### config.mk
export PLATFORM = sky130hd
export DESIGN_NAME = rx_ten_eight_spec
export DESIGN_NICKNAME = d
export VERILOG_FILES = /design/src/rtl/rx_ten_eight_spec_pkg.sv /design/src/rtl/rx_ten_eight_spec_baud_gen.sv /design/src/rtl/rx_ten_eight_spec.sv
export SDC_FILE = /design/constraint.sdc
export NUM_CORES = 1
export LEC_CHECK = 0
export ABC_AREA = 0
export CAP_MARGIN = 10
export CORE_UTILIZATION = 40
export DETAILED_ROUTE_END_ITERATION = 8
export PLACE_DENSITY = 0.72
export SKIP_CTS_REPAIR_TIMING = 1
export SLEW_MARGIN = 15
export SYNTH_ARGS = -nofsm -noshare
export SYNTH_HDL_FRONTEND = slang
export SYNTH_SLANG_ARGS = --single-unit
### constraint.sdc
create_clock -name clk -period 9.4 [get_ports clk]
set_input_delay 2.35 -clock clk [delete_from_list [all_inputs] [get_ports clk]]
set_output_delay 2.35 -clock clk [all_outputs]
set_load 0.1 [all_outputs]
### src/rtl/rx_ten_eight_spec_pkg.sv
// Shared types, constants and helpers for the 10/8-bit serial receiver.
package rx_ten_eight_spec_pkg;

  localparam int MAX_BITS = 10;
  localparam int MIN_BITS = 8;
  localparam int BAUD_W   = 20;

  typedef enum logic [1:0] {IDLE, START, DATA, STOP} state_t;

  // Periods below 2 cycles cannot place a mid-bit sample, so clamp to 2.
  function automatic logic [BAUD_W-1:0] eff_period(input logic [BAUD_W-1:0] baud);
    return (baud < BAUD_W'(2)) ? BAUD_W'(2) : baud;
  endfunction

endpackage

### src/rtl/rx_ten_eight_spec_baud_gen.sv
// Bit-period counter: counts from a restart and flags the half- and full-period sample points.
module rx_baud_gen
  import rx_ten_eight_spec_pkg::*;
(
  input  logic              clk,
  input  logic              rst,
  input  logic              restart,
  input  logic [BAUD_W-1:0] baud,
  output logic              half_tick,
  output logic              full_tick
);

  logic [BAUD_W-1:0] cnt;
  logic [BAUD_W-1:0] period;
  logic [BAUD_W-1:0] half_m1;
  logic [BAUD_W-1:0] full_m1;

  // The period is captured on every restart so a new baud only takes effect at the next period.
  always_ff @(posedge clk or posedge rst) begin
    if (rst) begin
      cnt    <= '0;
      period <= BAUD_W'(2);
    end else if (restart) begin
      cnt    <= '0;
      period <= eff_period(baud);
    end else begin
      cnt    <= cnt + BAUD_W'(1);
    end
  end

  assign half_m1   = {1'b0, period[BAUD_W-1:1]} - BAUD_W'(1);
  assign full_m1   = period - BAUD_W'(1);
  assign half_tick = (cnt == half_m1);
  assign full_tick = (cnt == full_m1);

endmodule

### src/rtl/rx_ten_eight_spec.sv
// UART-style receiver with selectable 10- or 8-bit frames, 2-flop line synchronizer and framing check.
module rx_ten_eight_spec
  import rx_ten_eight_spec_pkg::*;
(
  input  logic              clk,
  input  logic              rst,
  input  logic              sel,
  input  logic [BAUD_W-1:0] baud,
  input  logic              rx_en,
  input  logic              rx_in,
  output logic [7:0]        rx_data,
  output logic [9:0]        data_o,
  output logic [9:0]        bit_cnt_out,
  output logic              baud_clk
);

  state_t              state, state_nxt;
  logic                sync1, line, line_q, fall;
  logic [3:0]          bit_cnt, last_idx;
  logic                ten_q;
  logic [MAX_BITS-1:0] shift;
  logic                half_tick, full_tick;
  logic                restart, data_smp, commit;

  always_ff @(posedge clk or posedge rst) begin
    if (rst) begin
      sync1  <= 1'b1;
      line   <= 1'b1;
      line_q <= 1'b1;
    end else begin
      sync1  <= rx_in;
      line   <= sync1;
      line_q <= line;
    end
  end

  assign fall     = line_q & ~line;
  assign last_idx = ten_q ? 4'(MAX_BITS - 1) : 4'(MIN_BITS - 1);

  rx_baud_gen u_baud_gen (
    .clk       (clk),
    .rst       (rst),
    .restart   (restart),
    .baud      (baud),
    .half_tick (half_tick),
    .full_tick (full_tick)
  );

  always_ff @(posedge clk or posedge rst) begin
    if (rst) state <= IDLE;
    else     state <= state_nxt;
  end

  always_comb begin
    state_nxt = state;
    baud_clk  = 1'b0;
    restart   = 1'b0;
    data_smp  = 1'b0;
    commit    = 1'b0;
    case (state)
      IDLE: begin
        restart = 1'b1;
        if (rx_en && fall) state_nxt = START;
      end
      START: if (half_tick) begin
        baud_clk  = 1'b1;
        restart   = 1'b1;
        state_nxt = line ? IDLE : DATA;
      end
      DATA: if (full_tick) begin
        baud_clk = 1'b1;
        restart  = 1'b1;
        data_smp = 1'b1;
        if (bit_cnt == last_idx) state_nxt = STOP;
      end
      STOP: if (full_tick) begin
        baud_clk  = 1'b1;
        restart   = 1'b1;
        commit    = line;
        state_nxt = IDLE;
      end
      default: state_nxt = IDLE;
    endcase
    // Disabling wins over everything: drop the frame and stop sampling.
    if (!rx_en) begin
      state_nxt = IDLE;
      baud_clk  = 1'b0;
      restart   = 1'b1;
      data_smp  = 1'b0;
      commit    = 1'b0;
    end
  end

  always_ff @(posedge clk or posedge rst) begin
    if (rst) begin
      bit_cnt <= '0;
      ten_q   <= 1'b0;
      shift   <= '0;
      data_o  <= '0;
      rx_data <= '0;
    end else begin
      if (state_nxt != DATA) bit_cnt <= '0;
      else if (data_smp)     bit_cnt <= bit_cnt + 4'd1;

      if (state == IDLE && state_nxt == START) ten_q <= sel;

      if (state == IDLE)  shift          <= '0;
      else if (data_smp)  shift[bit_cnt] <= line;

      if (commit) begin
        data_o  <= ten_q ? shift : {{(MAX_BITS-MIN_BITS){1'b0}}, shift[MIN_BITS-1:0]};
        rx_data <= shift[MIN_BITS-1:0];
      end
    end
  end

  assign bit_cnt_out = {{(MAX_BITS-4){1'b0}}, bit_cnt};

endmodule

==> results of run 1 <==
## state kept, by name, indices dropped and copies added (netlist names)
name	cells
bit_cnt	4
data_o	3
line	1
line_q	1
rx_data	7
shift	10
state	2
sync1	1
ten_q	1
u_baud_gen.cnt	20
u_baud_gen.period	20
## path summary, 6_finish.rpt
kind / to / startpoint / cells past startpoint
min in group asynchronous: rx_data[0]$_DFFE_PP0P_ / rst / 3
min reg2reg: line$_DFF_PP1_ / sync1$_DFF_PP1_ / 0
max reg2reg: u_baud_gen.period[16]$_DFFE_PP0N_ / u_baud_gen.period[2]$_DFFE_PP0N_ / 11
max in group asynchronous: u_baud_gen.period[10]$_DFFE_PP0N_ / rst / 3
max: baud_clk / u_baud_gen.period[2]$_DFFE_PP0N_ / 11
min: line$_DFF_PP1_ / sync1$_DFF_PP1_ / 0
## per-stage QoR
step           worst slack [ps]  hold WS, ps  instance area (µm²)  std cells  utilization
2_1_floorplan              3358        345.2                 4867        529            -
3_3_place_gp               2632        348.8                 5224        673       0.4498
3_5_place_dp               2612        349.7                 5224        673       0.4498
4_1_cts                    2584        357.2                 5493        688       0.4730
5_1_grt                    2343        360.8                 5493        688       0.4730
6_report                   2550        355.4                 5493        688       0.4730
## critical path, delay by kind of cell, from the launching register on
kind	cells	cell delay (ps)
flip-flops	1	450
buffers and inverters	2	1270
AO/OA/AOI/OAI	2	450
AND/OR/NAND/NOR	6	1600
adder cells (fa/ha/maj)	1	390
## power by group through the flow
| stage | sequential (mW) | clock [mW] | combinational [mW] |
|---|---|---|---|
| 3_5_place_dp | 0.337 | 0 | 0.0960 |
| 6_report | 0.332 | 0.308 | 0.0956 |
| 2_1_floorplan | 0.322 | 0 | 0.0861 |
| 3_3_place_gp | 0.336 | 0 | 0.0942 |
| 4_1_cts | 0.331 | 0.317 | 0.0964 |
| 5_1_grt | 0.334 | 0.330 | 0.105 |
## layout by cell type (no fill, tap or decap), drive strengths merged, types with 5 or more instances in the layout
cell and count:
dfrtp 66, clkdlybuf4s50 47, nor2 42, xnor2 34, xor2 33, nand2 29, nand3 29, mux2 29
or3 18, inv 18, nor4 18, a21oi 17, o21ai 16, and3 15, clkbuf 14, nor3 11
nand4 8, ha 7, nor2b 6, mux2i 6, conb 6, a211oi 5
## area by class of cell
cell class / instances / area (µm²) / share of cell area
multi-input combinational: 393 / 2735 / 0.4979
inverter: 18 / 67.56 / 0.01230
clock inverter: 1 / 5.005 / 0.0009112
sequential: 70 / 1757 / 0.3198
timing repair buffer: 49 / 485.5 / 0.08838
clock buffer: 14 / 264.0 / 0.04806
tap: 143 / 178.9 / 0.03257
## routing by layer
metal,global-route usage,part of all wire
met4,0.1129,0.040
met2,0.3242,0.48
met1,0.2370,0.45
met3,0.03618,0.036
met5,0,0
## logic make-up (layout without fill, tap and decap cells)
group | after synthesis | count (layout) | share of synthesized area
buffers and inverters | 66 | 82 | 0.07742
and+or+nand+nor | 205 | 205 | 0.2359
other | 1 | 6 | 0.0007735
DFF | 70 | 70 | 0.3623
adders and majority gates | 7 | 7 | 0.01806
xor gates and xnor gates | 68 | 68 | 0.1257
AOI/OAI and AO/OA | 72 | 72 | 0.1001
muxes | 35 | 35 | 0.07974
==> impl_metrics.ini, run 1 <==
[global_routing]
antenna_found_initial = 0
grt_pass1_vias = 3817
grt_usage = 0.1947
grt_max_degree = 71
grt_pass1_wl_um = 19020
grt.overflow.total = 0

[finish]
area.growth.synth_to_final_pct = 13.29
fillers = 1128
final_nets = 573
drive_gt1_frac = 0.1064
antenna-diode-count = 0

[drt]
wl_um = 11390
route.detailed.wl_per_inst_um = 16.55
detail-route-antenna-nets = 0
vias = 3944
dr.pass1.iters = 6
route.detailed.drc = 7
drt_iter0_markers = 206
drt-vias-per-instance = 5.733

[logic_synthesis]
yosysTopAreaCell = dfrtp_1
synth.most_common_cell = dfrtp_1
synth_warnings = 0
synth_common_cells = dfrtp_1, nor2_1, xnor2_1, xor2_1, nand2_1
synth_cells = 524
synth_cell_types = 66
synth_top_area_frac = 0.3406
synthTopCellsByArea = dfrtp_1, xnor2_1, xor2_1
synth_edf_count = 0
ys_seq_elements = 70
avgSynthCellArea_um2 = 9.253
ys_seq_area_frac = 0.3623
async_reset_ff_frac = 1.000
syn_area_um2 = 4848
ys.flop_type = dfrtp_1

[floorplan]
core_region_area_um2 = 11610
num_rows = 39
fp.dieW_um = 112.1
io_pins = 54
start_util = 0.4175
die_area_um2 = 12570
die_y_um = 112.1

[clock_tree]
numCtsBuffers = 9
cts_root_buffer = clkbuf_16
cts_sinks = 70
clock_latency_ps = 340
cts_tree = done
h-tree-depth = 3
cts_buffer_depth = 2
path_clk_slew_ps = 50

[pwr]
ir_drop_v = 0.00009871
p_leak_nw = 2.152
power.internal_mw = 0.5420
pwr-share-comb = 0.130
sw_frac_of_total = 0.2636
seqPwrFrac = 0.451
p_sw_mw = 0.1940
finalPower_mw = 0.7360
pwr-share-clk = 0.419
power.density_nw_per_um2 = 134.0

[timing]
relSlewSlack = 0.3503
setup_viol = 0
fmax_mhz = 146.0
worst_pin_slew_ps = 971.6
fin_worst_skew_ps = 4.841
finalCriticalPeriod_ps = 6850
final-hold-violation-count = 0
slew_violations = 0
fin_setup_tns_ps = 0
grt_setup_unrepaired = false
post-route-period-util = 0.7287

[setup_path]
critPathLaunchType = register
worstPathCellList = inv_1 -> ha_1 -> or4b_2 -> nor4_1 -> nor2_1 -> a2111oi_0 -> nand3_1 -> nor3_1 -> a41oi_1 -> nor2_1 -> clkdlybuf4s50_1
path_common_cell = nor2_1
cp.required_ps = 7050
path_max_fanout = 11
arrival_ps = 4500
critPathSlowestCell = clkdlybuf4s50_1
worstSetupPathType = register to output pin
reg2reg_slack_ps = 5470
cpPeakStageDelay_ps = 1160
end_kind = output pin

[worst_hold_path]
hp-class = register to register

[placed_design]
port_buffers = 47
dp_hpwl_um = 8627
place_congestion = 0.9313

[outcome]
violations = DRC
status = finished with violations

[job]
drv_cap = 0
(Power assumes the default switching activity.)
==> inputs of run 2 (changes only) <==
Clock period 9.4 ns to 6.6 ns, I/O delays scaled along.
==> run 2 against run 1 <==
  * The run still ends with DRC left
  * Sequential share of layout area barely moved
  * Final area rose by 0.14%
  * Non-clock buffer count did not move
  * Sequential cell count did not move
  * Register-to-register slack got worse by 2800 ps
  * Via count fell by 1.4%
  * Cell count rose by 0.15%
  * Hold slack barely moved
  * Core utilization rose by 0.065 points
  * Routed wire length rose by 3.1%
  * Critical path type unchanged
  * Largest power group unchanged
==> impl_metrics.ini, run 2 (synthesis gave the netlist of run 1 again) <==
[setup_path]
worstSetupPathType = register to output pin
cpPeakStageDelay_ps = 630
critPathLaunchType = register
critPathSlowestCell = or4b_2
path_max_fanout = 11
arrival_ps = 3630
path_common_cell = nor2_1
worstPathCellList = inv_1 -> ha_1 -> or4b_2 -> nor4_1 -> nor2_1 -> a2111oi_0 -> nand3_1 -> nor3_1 -> a41oi_1 -> nor2_1 -> buf_4
end_kind = output pin
cp.required_ps = 4950

[drt]
vias = 3888
drt_iter0_markers = 222
route.detailed.drc = 6
wl_um = 11740
drt-vias-per-instance = 5.643
detail-route-antenna-nets = 0
dr.pass1.iters = 9
route.detailed.wl_per_inst_um = 17.04

[clock_tree]
h-tree-depth = 3
path_clk_slew_ps = 50
cts_root_buffer = clkbuf_16
cts_tree = done
cts_sinks = 70
numCtsBuffers = 9
cts_buffer_depth = 2
clock_latency_ps = 340

[global_routing]
antenna_found_initial = 0
grt.overflow.total = 0
grt_usage = 0.1993
grt_pass1_wl_um = 19440
grt_pass1_vias = 3839
grt_max_degree = 71

[floorplan]
fp.dieW_um = 112.1
start_util = 0.4175
core_region_area_um2 = 11610
die_area_um2 = 12570
die_y_um = 112.1
num_rows = 39
io_pins = 54

[timing]
setup_viol = 0
final-hold-violation-count = 0
slew_violations = 0
grt_setup_unrepaired = false
fmax_mhz = 189.3
post-route-period-util = 0.8004
hold_ws_ps = 355.2
fin_setup_tns_ps = 0
worst_pin_slew_ps = 982.2
postLayoutSetupSlackWorst_ps = 1318
fin_worst_skew_ps = 4.690
finalCriticalPeriod_ps = 5282
relSlewSlack = 0.3432

[pwr]
p_leak_nw = 2.156
power.density_nw_per_um2 = 195.0
pwr-share-clk = 0.431
sw_frac_of_total = 0.2616
p_sw_mw = 0.2806
ir_drop_v = 0.0001012
seqPwrFrac = 0.440
pwr-share-comb = 0.128
power.internal_mw = 0.7922

[outcome]
status = finished with violations
violations = DRC

[finish]
drive_gt1_frac = 0.1062
top_regs = u_baud_gen.cnt (20), u_baud_gen.period (20), shift (10)
fin_area_um2 = 5500
final_nets = 573
antenna-diode-count = 0
final_common_cell = dfrtp_1
fin_util = 0.4736
layout_common_cells = dfrtp_1, clkdlybuf4s50_1, nor2_1
area.growth.synth_to_final_pct = 13.45

[placed_design]
place_congestion = 0.9097
place_ws_ps = 1655
dp_hpwl_um = 8857
port_buffers = 47
dpl_cell_area_um2 = 5221

[job]
drv_cap = 0

[worst_hold_path]
hp-class = register to register
run 2: cell types whose count changed in the layout (fill, tap and decap cells not counted):
cell,previous run,this run
clkbuf_1,3,5
buf_4,2,3
clkdlybuf4s50_1,47,46
clkbuf_8,2,0
bufinv_16,0,1
run 2: worst max-delay path, delay by kind of cell (launching register included):
kind	cells	cell delay [ps]
buf+inv	2	420
fa+ha+maj	1	370
compound gates	2	450
simple gates	6	1600
flops	1	460
run 2: metal layers:
layer,vias up,global-route usage,part of all wire
li1,1872,-,-
met3,23,0.05130,0.039
met1,1898,0.2526,0.45
met2,95,0.3263,0.48
met5,-,0,0
met4,0,0.07822,0.029
run 2: power groups by stage:
| stage | combinational (mW) | sequential, mW | clock, mW |
|---|---|---|---|
| after floorplan | 0.123 | 0.458 | 0 |
| after global placement | 0.137 | 0.478 | 0 |
| after detailed placement | 0.137 | 0.480 | 0 |
| after CTS | 0.138 | 0.472 | 0.482 |
| after global routing | 0.150 | 0.475 | 0.499 |
| final | 0.137 | 0.473 | 0.463 |
run 2: stage by stage:
| stage | std cells | power [mW] |
|---|---|---|
| after global placement | 673 | 0.6151 |
| after floorplan | 529 | 0.5805 |
| final | 689 | 1.073 |
| after global routing | 689 | 1.124 |
| after CTS | 689 | 1.092 |
| after detailed placement | 673 | 0.6169 |
run 2: layout make-up:
class	count	area [µm²]
fillers	1131	6113
clock inverters	2	35.03
repair buffers	49	483.0
multi-input cells	393	2735
flip-flops and latches	70	1757
inverters	18	67.56
clock buffers	14	244.0
well taps	143	178.9
run 2: worst paths after layout:
kind | start | endpoint | slack (ps) | depth (start not counted)
setup / recovery | u_baud_gen.period[2]$_DFFE_PP0N_ | baud_clk | 1320 | 11
setup reg to reg | u_baud_gen.period[2]$_DFFE_PP0N_ | u_baud_gen.period[2]$_DFFE_PP0N_ | 2700 | 11
min in group asynchronous | rst | data_o[8]$_DFFE_PP0P_ | 1900 | 3
hold / removal | sync1$_DFF_PP1_ | line$_DFF_PP1_ | 360 | 0
max in group asynchronous | rst | u_baud_gen.period[18]$_DFFE_PP0N_ | 4110 | 3
hold reg to reg | sync1$_DFF_PP1_ | line$_DFF_PP1_ | 360 | 0
